$ cat src/rtl/mem_pkg.sv
// Shared types and constants for the MEM-stage SRAM data-memory controller.
package mem_pkg;

  typedef enum logic [2:0] {
    StIdle = 3'd0,
    StLow  = 3'd1,
    StHigh = 3'd2,
    StWait = 3'd3,
    StDone = 3'd4
  } state_t;

  localparam logic [31:0] MEM_BASE_ADDR = 32'd1024;
  localparam int unsigned MEM_SRAM_AW   = 18;

  // Half-word select appended below the word index to form the SRAM address.
  localparam logic LO = 1'b0;
  localparam logic HI = 1'b1;

endpackage

$ cat src/rtl/sram_wait_counter.sv
// Access-time padding counter: loads WAIT_CYCLES-1, counts down, flags zero.
module sram_wait_counter #(
  parameter int unsigned WAIT_CYCLES = 3
) (
  input  logic clk,
  input  logic rst,
  input  logic load,
  input  logic dec,
  output logic done
);

  localparam int unsigned CW = (WAIT_CYCLES > 1) ? $clog2(WAIT_CYCLES) : 1;
  localparam logic [CW-1:0] LoadVal = CW'(WAIT_CYCLES - 1);

  logic [CW-1:0] cnt_q;

  always_ff @(posedge clk) begin
    if (rst) begin
      cnt_q <= '0;
    end else if (load) begin
      cnt_q <= LoadVal;
    end else if (dec && (cnt_q != '0)) begin
      cnt_q <= cnt_q - CW'(1);
    end
  end

  assign done = (cnt_q == '0);

endmodule

$ cat src/rtl/sram_mem_controller.sv
// MEM-stage controller: 32-bit loads/stores as two 16-bit SRAM accesses plus fixed padding.
// Optional last-write forwarding is enabled by defining SRAM_LAST_WRITE_FWD_EN.
module sram_mem_controller
  import mem_pkg::*;
#(
  parameter int unsigned WAIT_CYCLES = 3,
  parameter logic [31:0] BASE_ADDR   = MEM_BASE_ADDR,
  parameter int unsigned SRAM_AW     = MEM_SRAM_AW
) (
  input  logic               clk,
  input  logic               rst,
  input  logic               wr_en,
  input  logic               rd_en,
  input  logic [31:0]        address,
  input  logic [31:0]        write_data,
  output logic [31:0]        read_data,
  output logic               ready,
  output logic [SRAM_AW-1:0] sram_addr,
  input  logic [15:0]        sram_dq_in,
  output logic [15:0]        sram_dq_out,
  output logic               sram_dq_oe,
  output logic               sram_we_n
);

  localparam int unsigned IW = SRAM_AW - 1;

  state_t state_q, state_d;

  logic               is_wr_q;
  logic [IW-1:0]      idx_q;
  logic [31:0]        data_q;
  logic [31:0]        read_data_q;
  logic [SRAM_AW-1:0] sram_addr_q;
  logic [15:0]        dq_out_q;

  logic [31:0] off;
  logic [IW-1:0] req_idx;
  logic req;
  logic cnt_load, cnt_dec, cnt_done;
  logic fwd_hit;
  logic [31:0] fwd_word;
  logic drive;

  assign off     = address - BASE_ADDR;
  assign req_idx = off[SRAM_AW:2];
  assign req     = wr_en | rd_en;

  logic unused_off;
  assign unused_off = ^{off[31:SRAM_AW+1], off[1:0]};

`ifdef SRAM_LAST_WRITE_FWD_EN
  logic          fwd_valid_q;
  logic [IW-1:0] fwd_idx_q;
  logic [31:0]   fwd_data_q;

  always_ff @(posedge clk) begin
    if (rst) begin
      fwd_valid_q <= 1'b0;
      fwd_idx_q   <= '0;
      fwd_data_q  <= '0;
    end else if ((state_q == StDone) && is_wr_q) begin
      fwd_valid_q <= 1'b1;
      fwd_idx_q   <= idx_q;
      fwd_data_q  <= data_q;
    end
  end

  assign fwd_hit   = (state_q == StIdle) && rd_en && !wr_en && fwd_valid_q &&
                     (fwd_idx_q == req_idx);
  assign fwd_word  = fwd_data_q;
  assign read_data = fwd_hit ? fwd_data_q : read_data_q;
`else
  assign fwd_hit   = 1'b0;
  assign fwd_word  = '0;
  assign read_data = read_data_q;
`endif

  sram_wait_counter #(
    .WAIT_CYCLES(WAIT_CYCLES)
  ) u_wait_counter (
    .clk (clk),
    .rst (rst),
    .load(cnt_load),
    .dec (cnt_dec),
    .done(cnt_done)
  );

  always_comb begin
    state_d  = state_q;
    ready    = 1'b0;
    cnt_load = 1'b0;
    cnt_dec  = 1'b0;
    unique case (state_q)
      StIdle: begin
        ready = ~req | fwd_hit;
        if (req && !fwd_hit) state_d = StLow;
      end
      StLow:  state_d = StHigh;
      StHigh: begin
        state_d  = StWait;
        cnt_load = 1'b1;
      end
      StWait: begin
        if (cnt_done) state_d = StDone;
        else          cnt_dec = 1'b1;
      end
      StDone: begin
        ready   = 1'b1;
        state_d = StIdle;
      end
      default: state_d = StIdle;
    endcase
  end

  always_ff @(posedge clk) begin
    if (rst) begin
      state_q     <= StIdle;
      is_wr_q     <= 1'b0;
      idx_q       <= '0;
      data_q      <= '0;
      read_data_q <= '0;
      sram_addr_q <= '0;
      dq_out_q    <= '0;
    end else begin
      state_q <= state_d;
      unique case (state_q)
        StIdle: begin
          if (req && !fwd_hit) begin
            // A simultaneous read and write is treated as a write.
            is_wr_q     <= wr_en;
            idx_q       <= req_idx;
            data_q      <= write_data;
            sram_addr_q <= {req_idx, LO};
            dq_out_q    <= write_data[15:0];
          end else if (fwd_hit) begin
            read_data_q <= fwd_word;
          end
        end
        StLow: begin
          sram_addr_q <= {idx_q, HI};
          dq_out_q    <= data_q[31:16];
          if (!is_wr_q) data_q[15:0] <= sram_dq_in;
        end
        StHigh: begin
          if (!is_wr_q) read_data_q <= {sram_dq_in, data_q[15:0]};
        end
        default: ;
      endcase
    end
  end

  // Reset gates the strobe immediately so an interrupted write never lands its next half.
  assign drive       = is_wr_q && ((state_q == StLow) || (state_q == StHigh)) && !rst;
  assign sram_we_n   = ~drive;
  assign sram_dq_oe  = drive;
  assign sram_addr   = sram_addr_q;
  assign sram_dq_out = dq_out_q;

endmodule

$ cat config.mk
export PLATFORM = sky130hd
export DESIGN_NAME = sram_mem_controller
export DESIGN_NICKNAME = d
export VERILOG_FILES = /design/src/rtl/mem_pkg.sv /design/src/rtl/sram_wait_counter.sv /design/src/rtl/sram_mem_controller.sv
export SDC_FILE = /design/constraint.sdc
export NUM_CORES = 1
export LEC_CHECK = 0
export BUFFER_PORTS_ARGS = -buffer_cell sky130_fd_sc_hd__buf_2
export CAP_MARGIN = 5
export CORE_AREA = 3 3 156 120
export DETAILED_ROUTE_END_ITERATION = 12
export DIE_AREA = 0 0 159 123
export REMOVE_ABC_BUFFERS = 1
export SLEW_MARGIN = 10
export SYNTH_ARGS = -nofsm -noshare
export SYNTH_HDL_FRONTEND = slang
export SYNTH_SLANG_ARGS = --single-unit
$ cat constraint.sdc
create_clock -name clk -period 5.58 [get_ports clk]
set_input_delay 1.674 -clock clk [delete_from_list [all_inputs] [get_ports clk]]
set_output_delay 1.674 -clock clk [all_outputs]
set_load 0.05 [all_outputs]
==> results of run 1 <==
-- sequential cells by signal, indices dropped and copies added, names as in the netlist --
name,flops
is_wr_q,1
data_q,32
idx_q,17
read_data,32
sram_dq_out,16
sram_addr,18
u_wait_counter.cnt_q,2
state_q,3
-- cell usage after synthesis (all sizes together) (2+ instances only) --
cell type / instances / share of area [%]
xor2: 4 / 0.72
o22ai: 17 / 2.2
a22oi: 15 / 2.3
clkbuf: 27 / 2.1
and2: 4 / 0.57
o21ai: 6 / 0.62
nor3: 3 / 0.31
a21oi: 80 / 8.3
xnor2: 4 / 0.72
inv: 23 / 1.8
nand3: 4 / 0.41
or3: 2 / 0.36
dfxtp: 121 / 50
a31oi: 2 / 0.26
and3: 2 / 0.26
a221oi: 17 / 4.4
nand2: 160 / 13
buf: 19 / 2.5
nand2b: 2 / 0.26
ha: 2 / 0.52
a211oi: 22 / 3.5
nor2: 35 / 2.9
nor4: 2 / 0.70
-- through the flow --
| stage | hold WS, ps | utilization [%] | total power [mW] |
|---|---|---|---|
| 2_1_floorplan | 426 | - | 1.40 |
| 3_3_place_gp | 439 | 32.6 | 1.59 |
| 3_5_place_dp | 440 | 32.6 | 1.59 |
| 4_1_cts | 445 | 35.8 | 2.63 |
| 5_1_grt | 463 | 35.8 | 2.72 |
| 6_report | 445 | 35.8 | 2.59 |
-- worst max-delay path by stage --
stage / endpoint / from / cells after the start / slack, ps
floorplan: ready / wr_en / 2 / 980
global placement: sram_dq_oe / rst / 5 / 1310
detailed placement: sram_dq_oe / rst / 5 / 1330
CTS: sram_dq_oe / rst / 5 / 1320
global route: sram_dq_oe / rst / 5 / 1230
finish: sram_dq_oe / rst / 5 / 1330
-- power breakdown --
part	internal (mW)	leakage, nW	total (mW)	switching (mW)
sequential	0.957	0.995	1.01	0.0493
combinational	0.153	1.38	0.563	0.409
clock	0.620	0.262	1.02	0.403
total	1.73	2.63	2.59	0.862
-- critical path: cells and delay by family --
| kind | cells | cell delay [ps] |
|---|---|---|
| buf+inv | 3 | 470 |
| simple gates | 2 | 420 |
-- area by class of cell --
class                   count  area [um^2]
clock buffers              20          447
well taps                 242          303
fillers                  1876        11200
flip-flops and latches    121         2420
inverters                  23         86.3
multi-input cells         393         2130
clock inverters            12          103
repair buffers            144          753
-- per-layer routing --
layer  GRT usage [%]  share of wire [%]  up-vias  wire length, um
met5               0              0.089        -               13
met4            4.81               0.94        2              138
met3            4.89                6.2       12              908
met2            21.6                 42      124             6120
met1            21.1                 51     2104             7490
li1                -                  -     2230                -
-- cells by family after synthesis --
family | share of synthesized area [%]
adders and majority gates | 0.516
buffers and inverters | 6.37
xor gates and xnor gates | 1.45
DFF | 50.0
AOI/OAI and AO/OA | 22.5
and+or+nand+nor | 19.2
==> summary.md, run 1 <==
| Metric | Value |
|---|---|
| Placed inst area | `5690 um^2` |
| Startpoint Class | `primary input` |
| Worst Tran Pin Value | `1040 ps` |
| Crit end category | `output pin` |
| CTS tree | `yes` |
| Reg2reg path depth | `5` |
| Total CTS buffers | `17` |
| Tmin final | `4250 ps` |
| Skew final | `8.45 ps` |
| Main flop type after synthesis | `dfxtp_1` |
| Wire length per cell | `15.4 um` |
| Pwr/cell area | `415 nW/um^2` |
| GP Congestion | `0.786` |
| DRC viols | `0` |
| Worst-path fanout max | `6` |
| Layout Cells excl Fill | `955` |
| Share of layout cells above drive strength 1 | `27.6%` |
| DR vias/cell | `4.68` |
| Flop2flop setup slack | `3310 ps` |
| Worst-skew pair later-pin latency | `420 ps` |
| Min-delay src | `data_q[14]$_SDFFE_PP0P_` |
| Area of the core | `17,400 um^2` |
| Worst hold endpoint | `read_data[14]$_SDFFE_PP0P_` |
| Post-route cell area | `6240 um^2` |
| Final Setup Violations | `0` |
| Input/output buffers | `137` |
| DIE HEIGHT | `123 um` |
| Die area | `19,600 um^2` |
| Initial cell density of the core | `27.8%` |
| Unrepaired setup endpoints after global routing | `no` |
| First-pass GRT wire length | `22,700 um` |
| # resized after CTS | `0` |
| Max IR drop VDD | `0.200 mV` |
| WP data arrival | `2580 ps` |
| RR Endpoint | `sram_dq_out[1]$_SDFFE_PP0P_` |
| Detail Placement HPWL | `9580 um` |
| Cells after synthesis | `583` |
| Total track usage | `15.0%` |
| CP max stage cell | `nor2_1` |
| DRT Wirelength | `14,700 um` |
| Die X-Extent | `159 um` |
| Clock Pin Slew Worst Setup and Hold Paths | `60 ps` |
| TritonCTS Sinks | `121` |
| Outcome | `completed` |
| DRT Pass-1 Iters | `5` |
| HP Class | `register to register` |
| Worst-path cell chain | `buf_4, nor2_1, nand3_1, inv_1, buf_2` |
| Final Hold Fails | `0` |
| Initial drt markers | `271` |
| Area Overhead vs Synth | `28.7%` |
| PnR worst setup slack | `1330 ps` |
| Max-Cap Viols | `0` |
| Synth unique cells | `44` |
| TNS Setup | `0 ps` |
| Row cnt | `42` |
| Hold path depth | `2` |
| Pin count of the biggest net entering global routing | `110` |
| Critical Path RT | `3910 ps` |
| Ant. Diodes | `0` |
| Cell Area, Synth | `4850 um^2` |
| ANT nets after route | `0` |
| GR Overflow Total | `0` |
| RR Startpoint | `state_q[1]$_SDFFE_PP0P_` |
| Via count | `4,472` |
| Max H-tree Level | `4` |
| Post-synthesis average cell area | `8.32 um^2` |
| CTS Root Cell | `clkbuf_16` |
| Commonest non-fill, non-tap cell in the layout | `nand2_1` |
| Final Net Count | `786` |
| Initial antenna violation count | `1` |
| Final Cycle Share | `76.2%` |
| Synthesized flop and latch total | `121` |
| Synth Warn # | `0` |
| Slew Viols, Final | `0` |
| CTS Buffer Depth | `2` |
| Place WS | `1330 ps` |
| Dpl cells | `923` |
| Max frequency | `235 MHz` |
| # IOs | `153` |
| Async S/R FF share, synth | `0%` |
| Highest-count cells in the layout ignoring fill and taps | `158 x nand2_1, 136 x buf_2, 121 x dfxtp_1` |
| Kind of critical path | `primary input to output pin` |
| Slew HR | `30.8%` |
| Post-CTS Hold Fix Bufs | `0` |
| Postcts setup bufs | `0` |
| Seq/Total Area, Yosys | `50.0%` |
| Leakage | `2.63 nW` |
| Vias in the first global route | `4,112` |
| Crit path largest cell delay | `270 ps` |
| EDFF count, synth | `0` |
Power figures use the tool's default switching activity.
==> inputs of run 2 (changes only) <==
Clock period 5.58 ns to 3.43 ns, I/O delays scaled along.
==> summary.md, run 2 (synthesized netlist as in run 1, its figures left out) <==
| Metric | Value |
|---|---|
| Outcome | `completed` |
| Initial cell density of the core | `27.8% (unchanged)` |
| Highest-count cells in the layout ignoring fill and taps | `158 x nand2_1, 136 x buf_2, 121 x dfxtp_1` |
| Max H-tree Level | `4 (unchanged)` |
| Ant. Diodes | `0 (unchanged)` |
| DRT Pass-1 Iters | `4 (-1)` |
| Max IR drop VDD | `0.277 mV (+38%)` |
| Final Hold Fails | `0 (unchanged)` |
| Wire length per cell | `15.5 um (+0.75%)` |
| Critical Path RT | `2400 ps (-1510 ps)` |
| Total CTS buffers | `17 (unchanged)` |
| Pwr/cell area | `686 nW/um^2 (+65%)` |
| Postcts setup bufs | `0 (unchanged)` |
| Place WS | `561 ps (-772 ps)` |
| Slew HR | `25.4% (-5.4 points)` |
| HP Class | `register to register` |
| Initial antenna violation count | `0 (-1)` |
| Die area | `19,600 um^2 (unchanged)` |
| Row cnt | `42 (unchanged)` |
| DRC viols | `0 (unchanged)` |
| Worst-path fanout max | `4 (-2)` |
| PnR worst setup slack | `555 ps (-772 ps)` |
| Dpl cells | `926 (+0.33%)` |
| Max-Cap Viols | `0 (unchanged)` |
| WP data arrival | `1850 ps (-730 ps)` |
| Slew Viols, Final | `0 (unchanged)` |
| CTS Buffer Depth | `2 (unchanged)` |
| Commonest non-fill, non-tap cell in the layout | `nand2_1` |
| First-pass GRT wire length | `23,400 um (+3.0%)` |
| DR vias/cell | `4.63 (-1.0%)` |
| # IOs | `153 (unchanged)` |
| # resized after CTS | `0 (unchanged)` |
| Area Overhead vs Synth | `30.4%` |
| DIE HEIGHT | `123 um (unchanged)` |
| Share of layout cells above drive strength 1 | `27.8% (+0.16 points)` |
| Worst-skew pair later-pin latency | `410 ps (about the same)` |
| Tmin final | `2880 ps` |
| Final Net Count | `789 (+0.38%)` |
| Layout Cells excl Fill | `958 (+0.31%)` |
| Total track usage | `15.4% (+0.45 points)` |
| DRT Wirelength | `14,800 um (+1.1%)` |
| ANT nets after route | `0 (unchanged)` |
| Via count | `4,439 (-0.74%)` |
| Detail Placement HPWL | `9870 um (+3.1%)` |
| Worst Tran Pin Value | `1120 ps (+80.6 ps)` |
| CTS Root Cell | `clkbuf_16` |
| GP Congestion | `0.767 (-2.4%)` |
| Skew final | `4.76 ps (-3.69 ps)` |
| Startpoint Class | `primary input` |
| TritonCTS Sinks | `121 (unchanged)` |
| Kind of critical path | `primary input to output pin` |
| Max frequency | `348 MHz` |
| Final Cycle Share | `83.8%` |
| Crit end category | `output pin` |
| Leakage | `2.68 nW (+2.0%)` |
| Pin count of the biggest net entering global routing | `109 (-0.91%)` |
| Fin Hold WS | `447 ps (+2.54 ps)` |
| CTS tree | `yes` |
| Final Setup Violations | `0 (unchanged)` |
| GR Overflow Total | `0 (unchanged)` |
| Input/output buffers | `137 (unchanged)` |
| Initial drt markers | `269 (-0.74%)` |
| Unrepaired setup endpoints after global routing | `no` |
| Area of the core | `17,400 um^2 (unchanged)` |
| Die X-Extent | `159 um (unchanged)` |
| TNS Setup | `0 ps (unchanged)` |
| Vias in the first global route | `4,232 (+2.9%)` |
| Clock Pin Slew Worst Setup and Hold Paths | `60 ps (about the same)` |
| Post-CTS Hold Fix Bufs | `0 (unchanged)` |
[run 2: cell count changes in the layout (fill, tap and decap cells not counted), sizes merged]
| cell | before | now |
|---|---|---|
| buf | 144 | 147 |
| bufinv | 1 | 2 |
| clkbuf | 20 | 24 |
| clkinv | 7 | 5 |
| clkinvlp | 4 | 1 |
[run 2: metal layers]
layer  vias to the layer above  GRT usage, %  share of wire [%]
met3                        12          4.25                6.7
met1                      2042          21.8                 50
met2                       137          22.4                 42
li1                       2248             -                  -
met4                         0          5.58               0.98
met5                         -             0                  0
[run 2: metrics by stage]
step / instance area [um^2] / power [mW] / utilization, %
final: 6320 / 4.34 / 36.2
after global routing: 6320 / 4.55 / 36.2
after CTS: 6320 / 4.40 / 36.2
after detailed placement: 5740 / 2.61 / 32.9
after global placement: 5740 / 2.60 / 32.9
after floorplan: 4630 / 2.27 / -
[run 2: cell type report]
class | count | area, um^2
clock buffers | 24 | 492
clock inverters | 8 | 92.6
fillers | 1841 | 11100
flip-flops and latches | 121 | 2420
well taps | 242 | 303
repair buffers | 147 | 801
inverters | 23 | 86.3
multi-input cells | 393 | 2130
[run 2: worst max-delay path, stage by stage]
cell and delay (ps):
buf_2 120, o21ba_2 230, nor3_1 170, buf_2 300
[run 2: report_power, final]
group	internal (mW)	leakage [nW]	total, mW	switching, mW
Combinational	0.263	1.40	0.935	0.671
Clock	1.14	0.290	1.77	0.627
Sequential	1.56	0.995	1.64	0.0807
Total	2.96	2.68	4.34	1.38
[run 2: worst paths after layout]
check,start,to,slack (ps),cells after the start
min reg2reg,data_q[7]$_SDFFE_PP0P_,read_data[7]$_SDFFE_PP0P_,450,2
min,data_q[7]$_SDFFE_PP0P_,read_data[7]$_SDFFE_PP0P_,450,2
max,wr_en,ready,550,4
max reg2reg,state_q[0]$_SDFFE_PP0P_,sram_addr[8]$_SDFFE_PP0P_,1100,5
==> inputs of run 3 (changes only) <==
Clock period 3.43 ns to 2.5 ns, I/O delays scaled along.
==> summary.md, run 3 (synthesized netlist as in run 1, its figures left out) <==
| Metric | Value |
|---|---|
| Outcome | `completed` |
| Max frequency | `431 MHz` |
| Slew Viols, Final | `0 (unchanged)` |
| Hold path depth | `2 (unchanged)` |
| CTS tree | `yes` |
| GR Overflow Total | `0 (unchanged)` |
| Initial antenna violation count | `1 (+1)` |
| CTS Buffer Depth | `2 (unchanged)` |
| Flop2flop setup slack | `510 ps (-590 ps)` |
| Pwr/cell area | `954 nW/um^2 (+39%)` |
| Tmin final | `2320 ps` |
| Pin count of the biggest net entering global routing | `109 (unchanged)` |
| Initial drt markers | `308 (+14%)` |
| Worst-skew pair later-pin latency | `410 ps (about the same)` |
| WP data arrival | `1570 ps (-280 ps)` |
| GP Congestion | `0.802 (+4.6%)` |
| Final Net Count | `793 (+0.51%)` |
| Area of the multi-input gates | `2130 um^2 (unchanged)` |
| Row cnt | `42 (unchanged)` |
| Share of layout cells above drive strength 1 | `28.5% (+0.68 points)` |
| Worst hold endpoint | `read_data[23]$_SDFFE_PP0P_` |
| Commonest non-fill, non-tap cell in the layout | `nand2_1` |
| Crit end category | `output pin` |
| Max IR drop VDD | `0.404 mV (+46%)` |
| Critical Path RT | `1750 ps (-650 ps)` |
| Max H-tree Level | `4 (unchanged)` |
| Min-delay src | `read_data[23]$_SDFFE_PP0P_` |
| DR vias/cell | `4.60 (-0.64%)` |
| Leakage | `2.69 nW (+0.16%)` |
| Filler cell count | `1,865 (+1.3%)` |
| First-pass GRT wire length | `23,000 um (-1.5%)` |
| Highest-count cells in the layout ignoring fill and taps | `158 x nand2_1, 136 x buf_2, 121 x dfxtp_1` |
| Final Hold Fails | `0 (unchanged)` |
| Worst Tran Pin Value | `1110 ps (-11.0 ps)` |
| Clock Pin Slew Worst Setup and Hold Paths | `60 ps (about the same)` |
| Ant. Diodes | `0 (unchanged)` |
| Place WS | `-29.4 ps (-590 ps)` |
| Area Overhead vs Synth | `31.1%` |
| Worst-path fanout max | `11 (+7)` |
| Wire length per cell | `15.4 um (-0.38%)` |
| Final Setup Violations | `0 (unchanged)` |
| Die area | `19,600 um^2 (unchanged)` |
| Via count | `4,429 (-0.23%)` |
| Initial cell density of the core | `27.8% (unchanged)` |
| Unrepaired setup endpoints after global routing | `no` |
| Area of the core | `17,400 um^2 (unchanged)` |
| Total track usage | `15.2% (-0.25 points)` |
| Post-CTS Hold Fix Bufs | `0 (unchanged)` |
| Slew HR | `26.1% (+0.73 points)` |
| Startpoint Class | `register` |
| # resized after CTS | `0 (unchanged)` |
| # IOs | `153 (unchanged)` |
| PnR worst setup slack | `177 ps (-377 ps)` |
| CP max stage cell | `dfxtp_1` |
| DRC viols | `0 (unchanged)` |
| Register area | `2420 um^2 (unchanged)` |
| Kind of critical path | `register to output pin` |
| TritonCTS Sinks | `121 (unchanged)` |
| Final Power | `6.07 mW (+40%)` |
| DIE HEIGHT | `123 um (unchanged)` |
| Vias in the first global route | `4,113 (-2.8%)` |
| Crit path largest cell delay | `530 ps (+230 ps)` |
| Worst-path cell chain | `xor2_1, nand3_1, inv_1, buf_2` |
| Detail Placement HPWL | `10,000 um (+1.3%)` |
| CTS Root Cell | `clkbuf_16` |
| Max-Cap Viols | `0 (unchanged)` |
| RR Startpoint | `state_q[0]$_SDFFE_PP0P_` |
| Reg2reg path depth | `4 (-1)` |
| Input/output buffers | `137 (unchanged)` |
| Total CTS buffers | `17 (unchanged)` |
| RR Endpoint | `sram_addr[12]$_SDFFE_PP0P_` |
| Die X-Extent | `159 um (unchanged)` |
| Postcts setup bufs | `0 (unchanged)` |
| DRT Pass-1 Iters | `4 (unchanged)` |
| Skew final | `5.47 ps (+0.712 ps)` |
| HP Class | `register to register` |
| Final Cycle Share | `92.9%` |
| ANT nets after route | `0 (unchanged)` |
| DRT Wirelength | `14,800 um (about the same)` |
[run 3: worst max path at each step]
stage               slack [ps]                    start                          to  cells past startpoint
CTS                        170  state_q[1]$_SDFFE_PP0P_                  sram_dq_oe                      4
detailed placement         -30                    wr_en  sram_addr[12]$_SDFFE_PP0P_                      5
global placement            -3                    wr_en   sram_addr[3]$_SDFFE_PP0P_                      5
floorplan                 -250                    wr_en                       ready                      2
finish                     180  state_q[1]$_SDFFE_PP0P_                  sram_dq_oe                      4
global route                90  state_q[1]$_SDFFE_PP0P_                  sram_dq_oe                      4
[run 3: final cells by class]
type                            instances  share of cell area, %
Clock buffer                           21                   7.40
Timing Repair Buffer                  151                   12.7
Inverter                               23                   1.36
Tap cell                              242                   4.76
Multi-Input combinational cell        393                   33.4
Clock inverter                         11                   2.28
Sequential cell                       121                   38.1
[run 3: power by group]
part	internal [mW]	leakage (nW)	switching, mW
registers	2.14	0.995	0.107
clock network	1.64	0.283	0.902
logic	0.359	1.41	0.923
[run 3: worst max-delay path: cells and delay by family, from the launching register on]
family | cells | cell delay, ps
AND/OR/NAND/NOR | 1 | 120
XOR/XNOR | 1 | 180
buffers and inverters | 2 | 330
flip-flops | 1 | 530
[run 3: metrics by stage]
stage | hold slack, ps | cells | utilization [%] | cell area (um^2) | setup TNS, ps
floorplan | 426 | 537 | - | 4630 | -4700
global placement | 439 | 930 | 32.9 | 5740 | -3.77
detailed placement | 442 | 930 | 32.9 | 5740 | -57.5
CTS | 452 | 962 | 36.4 | 6360 | 0
global route | 466 | 962 | 36.4 | 6360 | 0
finish | 449 | 962 | 36.4 | 6360 | 0
[run 3: metal layers]
layer | track usage [%] | vias to the layer above | part of all wire [%]
met5 | 0 | - | 0.067
met4 | 5.25 | 2 | 1.2
met3 | 4.19 | 17 | 5.2
met2 | 21.9 | 119 | 42
met1 | 21.7 | 2043 | 51
li1 | - | 2248 | -
